==> src/rtl/fetch_pkg.sv <==
// Shared types and constants for the instruction fetch stage.
// Holds the request state encoding, the fetch-entry layout and PC helpers.
package fetch_pkg;

  typedef enum logic [1:0] {
    S_ISSUE = 2'd0,
    S_WAIT  = 2'd1,
    S_DROP  = 2'd2
  } fetch_state_e;

  localparam int unsigned     DATA_W           = 32;
  localparam logic [31:0]     INSTR_NOP        = 32'h0000_0013;
  localparam logic [31:0]     PC_STEP          = 32'd4;
  localparam logic [31:0]     DEFAULT_RESET_PC = 32'h0000_0000;

  typedef struct packed {
    logic [DATA_W-1:0] instr;
    logic [31:0]       pc;
  } fetch_entry_t;

  function automatic logic [31:0] align_word(input logic [31:0] addr);
    return {addr[31:2], 2'b00};
  endfunction

endpackage

==> src/rtl/fetch_skid_buf.sv <==
// One-entry holding register for a fetched {instr, pc} pair that arrives
// while decode is stalled; clear wins over push and pop.
module fetch_skid_buf
  import fetch_pkg::*;
(
  input  logic         clk,
  input  logic         rst,
  input  logic         push,
  input  logic         pop,
  input  logic         clear,
  input  fetch_entry_t din,
  output fetch_entry_t dout,
  output logic         full
);

  fetch_entry_t entry_p0;
  logic         full_p0;

  always_ff @(posedge clk) begin
    if (rst || clear) begin
      full_p0 <= 1'b0;
    end else if (push) begin
      full_p0 <= 1'b1;
    end else if (pop) begin
      full_p0 <= 1'b0;
    end
  end

  always_ff @(posedge clk) begin
    if (push) begin
      entry_p0 <= din;
    end
  end

  assign dout = entry_p0;
  assign full = full_p0;

endmodule

==> src/rtl/fetch.sv <==
// Instruction fetch stage: single-outstanding memory port, PC/redirect
// handling and a decode-facing output register backed by a skid entry.
module fetch
  import fetch_pkg::*;
#(
  parameter logic [31:0] RESET_PC = DEFAULT_RESET_PC
) (
  input  logic        clk,
  input  logic        rst,
  output logic        imem_req,
  output logic [31:0] imem_addr,
  input  logic        imem_gnt,
  input  logic        imem_rvalid,
  input  logic [31:0] imem_rdata,
  input  logic        redirect_en,
  input  logic [31:0] redirect_pc,
  input  logic        stall,
  output logic [31:0] instruction,
  output logic [31:0] pc_address,
  output logic        valid
);

  fetch_state_e state_q, state_d;

  logic [31:0]       fetch_pc_p0;
  logic [31:0]       inflight_pc_p1;
  logic [DATA_W-1:0] instr_p2;
  logic [31:0]       pc_p2;
  logic              vld_p2;

  logic         issue_ok;
  logic         fire;
  logic         resp_kept;
  logic         out_free;
  logic         skid_push;
  logic         skid_pop;
  logic         skid_full;
  fetch_entry_t skid_din;
  fetch_entry_t skid_dout;

  always_comb begin
    out_free  = !vld_p2 || !stall;
    resp_kept = (state_q == S_WAIT) && imem_rvalid && !redirect_en;
    issue_ok  = (state_q == S_ISSUE) || ((state_q == S_WAIT) && imem_rvalid);
    imem_req  = !rst && !redirect_en && !skid_full && !(vld_p2 && stall) && issue_ok;
    fire      = imem_req && imem_gnt;
    skid_push = resp_kept && !out_free;
    skid_pop  = !redirect_en && !stall && skid_full;
  end

  assign imem_addr = fetch_pc_p0;

  // A redirect with the response in the same cycle leaves nothing pending,
  // so it returns straight to S_ISSUE instead of passing through S_DROP.
  always_comb begin
    state_d = state_q;
    case (state_q)
      S_ISSUE: begin
        if (fire) begin
          state_d = S_WAIT;
        end
      end
      S_WAIT: begin
        if (redirect_en) begin
          state_d = imem_rvalid ? S_ISSUE : S_DROP;
        end else if (imem_rvalid) begin
          state_d = fire ? S_WAIT : S_ISSUE;
        end
      end
      S_DROP: begin
        if (imem_rvalid) begin
          state_d = S_ISSUE;
        end
      end
      default: state_d = S_ISSUE;
    endcase
  end

  always_ff @(posedge clk) begin
    if (rst) begin
      state_q <= S_ISSUE;
    end else begin
      state_q <= state_d;
    end
  end

  // Stage p0: fetch PC
  always_ff @(posedge clk) begin
    if (rst) begin
      fetch_pc_p0 <= RESET_PC;
    end else if (redirect_en) begin
      fetch_pc_p0 <= align_word(redirect_pc);
    end else if (fire) begin
      fetch_pc_p0 <= fetch_pc_p0 + PC_STEP;
    end
  end

  // Stage p1: address of the request in flight
  always_ff @(posedge clk) begin
    if (fire) begin
      inflight_pc_p1 <= fetch_pc_p0;
    end
  end

  assign skid_din = '{instr: imem_rdata, pc: inflight_pc_p1};

  fetch_skid_buf u_skid (
    .clk   (clk),
    .rst   (rst),
    .push  (skid_push),
    .pop   (skid_pop),
    .clear (redirect_en),
    .din   (skid_din),
    .dout  (skid_dout),
    .full  (skid_full)
  );

  // Stage p2: decode-facing output register
  always_ff @(posedge clk) begin
    if (rst) begin
      vld_p2   <= 1'b0;
      instr_p2 <= INSTR_NOP;
      pc_p2    <= RESET_PC;
    end else if (redirect_en) begin
      vld_p2   <= 1'b0;
      instr_p2 <= INSTR_NOP;
    end else if (!stall) begin
      if (skid_full) begin
        vld_p2   <= 1'b1;
        instr_p2 <= skid_dout.instr;
        pc_p2    <= skid_dout.pc;
      end else if (resp_kept) begin
        vld_p2   <= 1'b1;
        instr_p2 <= imem_rdata;
        pc_p2    <= inflight_pc_p1;
      end else begin
        vld_p2   <= 1'b0;
        instr_p2 <= INSTR_NOP;
      end
    end else if (!vld_p2 && resp_kept) begin
      vld_p2   <= 1'b1;
      instr_p2 <= imem_rdata;
      pc_p2    <= inflight_pc_p1;
    end
  end

  assign instruction = instr_p2;
  assign pc_address  = pc_p2;
  assign valid       = vld_p2;

endmodule

==> config.mk <==
export PLATFORM = sky130hd
export DESIGN_NAME = fetch
export DESIGN_NICKNAME = d
export VERILOG_FILES = /design/src/rtl/fetch_pkg.sv /design/src/rtl/fetch_skid_buf.sv /design/src/rtl/fetch.sv
export SDC_FILE = /design/constraint.sdc
export NUM_CORES = 1
export LEC_CHECK = 0
export BUFFER_PORTS_ARGS = -buffer_cell sky130_fd_sc_hd__buf_2
export CAP_MARGIN = 20
export CORE_ASPECT_RATIO = 0.5
export CORE_MARGIN = 2
export CORE_UTILIZATION = 40
export CTS_CLUSTER_SIZE = 16
export DETAILED_ROUTE_END_ITERATION = 7
export GPL_ROUTABILITY_DRIVEN = 0
export PLACE_DENSITY = 0.69
export REMOVE_ABC_BUFFERS = 1
export SYNTH_ARGS = -nofsm -noshare
export SYNTH_HDL_FRONTEND = slang
export SYNTH_SLANG_ARGS = --single-unit
export TNS_END_PERCENT = 100
==> constraint.sdc <==
create_clock -name clk -period 4 [get_ports clk]
set_input_delay 0.8 -clock clk [delete_from_list [all_inputs] [get_ports clk]]
set_output_delay 0.8 -clock clk [all_outputs]
set_load 0.01 [all_outputs]
==> out/summary.txt <==
Ratio of cells with drive above 1 in the final layout: 26.6%
CTS Buffer Depth: 2
Routed Antenna Nets: 0
Final Skew: 14.6 ps
TNS Setup: 0 ps
Worst hold margin: 449 ps
Clock slew at reported path FFs: 70 ps
Number of global-route vias before repair: 5390
Wl on met1: 8170 um
Pwr dens: 433 nW/um^2
Mux cell area share after synthesis: 7.94%
Inserted Clock Buffers: 17
Max_cap viols: 0
Max VDD drop: 0.244 mV
CTS tree: done
Crit Path Max Fanout: 33
CTS root buffer: clkbuf_16
Placed cell area: 8620 sq um
P_leak: 3.30 nW
Final core occ: 49.9%
CTS resizes: 0
Grt ovf: 0
Fmax: 355 MHz
Post-CTS Setup Bufs: 0
Sequential area share after synthesis: 61.8%
Dpl hpwl: 12000 um
Largest net degree at the start of global routing: 65
Req. time, crit path: 3200 ps
Post-Synth Simple-Gate Area: 14.5%
Area Overhead vs Synth: 21.6%
Worst setup path class: in -> out
Setup ws final: 1190 ps
EDFF count, synth: 92
Rel. slew slack: 38.4%
Flops & latches, synth: 188
Average cell area after synthesis: 11.5 sq um
Clock Sinks: 188
Worst Tran Pin Value: 922 ps
Post-Layout Cell Count: 1071
Placed cells: 1039
Post-synthesis xor/xnor area fraction: 2.89%
Met3 wire len: 891 um
Synth Area in Compound Gates: 9.62%
Finished Cell Area: 9220 sq um
Core footprint: 18500 sq um
Row count: 35
Final setup viols: 0
Ports: 168
Chip height: 101 um
Crit start category: input pin
Hold Crit Start: inflight_pc_p1[12]
Top layer used by detailed routing: met4
Worst reg2reg path startpoint: state_q[1]
Drt wl/cell: 16.9 um
Main synth FF type: dfxtp_1
Outcome: finished, final reports clean
Die area: 20100 sq um
Ys async rst share: 0%
TritonRoute pass-1 iters: 4
Antenna Cells: 0
Synth Cell Area: 7580 sq um
Commonest non-fill, non-tap cells in the layout: buf_2 (161), dfxtp_1 (96), edfxtp_1 (92)
Die width: 199 um
Met2 WL post-DR: 8740 um
DR vias/cell: 5.20
CP startpoint: rst
DR DRC count: 0
Syn Inst Count: 657
Period utilisation layout: 70.3%
Clock Latency Late Sink: 430 ps
Initial core utilization: 41.0%
Commonest non-fill, non-tap cell in the layout: buf_2
Yosys warning total: 0
Initial antenna violation count: 0
Hold Crit Class: reg -> reg
Total wire length: 18000 um
Global Route Usage Sum: 18.2%
Nets: 870
Total power: 3.99 mW
Min Tclk post-route: 2810 ps
Yosys cell types: 48
Fin. Hold Viols: 0
Slew Limit Fails: 0
First-pass GRT wire length: 28500 um
Hold-fix buffers, CTS: 0
Initial DRC count: 305
Synth Area in Adders: 0.165%
Pre-CTS setup slack: 852 ps
Worst EP arrival: 2010 ps
IO buf count: 161
Via Count: 5568
Main combinational cell family by area after synthesis: simple AND/OR/NAND/NOR gates
H-Tree Level Count: 4
RSZ-0062 raised after global routing: no
Critical Path Sink Type: output pin
-- cell families after synthesis --
kind of cell	Yosys count
xor gates and xnor gates	25
muxes	60
and+or+nand+nor	218
other	1
adders and majority gates	1
DFF	188
AOI/OAI and AO/OA	108
buffers and inverters	56
-- final timing paths --
path / depth (start not counted) / endpoint / slack [ps]
worst max-delay path: 6 / imem_req / 1190
worst max register to register: 6 / pc_address[10] / 1600
worst min register to register: 0 / u_skid.dout[12] / 450
worst min-delay path: 0 / u_skid.dout[12] / 450
-- registers in the layout, summed over array words and instances (netlist names) --
name,count
instruction,32
u_skid.full,1
imem_addr,30
valid,1
state_q,2
pc_address,30
inflight_pc_p1,30
u_skid.dout,62
-- cell type report --
class                           count  area, sq um
Clock buffer                       18          429
Clock inverter                     14          173
Fill cell                        1687         9260
Inverter                            6         22.5
Multi-Input combinational cell    416         2690
Sequential cell                   188         4680
Tap cell                          259          324
Timing Repair Buffer              170          898
-- worst max-delay path, stage by stage --
cell	delay, ps
buf_2	310
inv_1	170
nand2_1	100
buf_4	380
nor2_1	100
buf_2	150
-- per-layer routing --
layer,vias to the layer above,GRT usage [%]
met5,-,0
met4,0,5.68
met3,19,4.16
met2,123,31.2
met1,2704,23.2
li1,2722,-
-- power breakdown --
part	leakage, nW	internal [mW]	switching [mW]
Sequential	1.62	2.05	0.0436
Combinational	1.39	0.0833	0.125
Clock	0.293	0.851	0.840
Total	3.30	2.98	1.01
-- synth_stat cells, drive strengths merged (3+ instances only) --
master  instances  share of area, %
dfxtp          96                25
edfxtp         92                36
nor2           83               4.1
mux2i          59               7.8
a211oi         51               5.3
a21oi          38               2.5
clkbuf         37               1.8
nor3           37               2.5
nand2          26               1.3
xnor2          17               2.0
nand4          16               1.3
buf            13              0.96
nand3          11              0.96
nor4           10              0.91
and3            9              0.74
and2            8              0.66
xor2            8              0.92
inv             6              0.30
and4            5              0.58
o21ai           5              0.33
or3             4              0.40
a311oi          3              0.35
nand2b          3              0.25
o211ai          3              0.30
No activity file was read; power rests on OpenSTA's default activity.
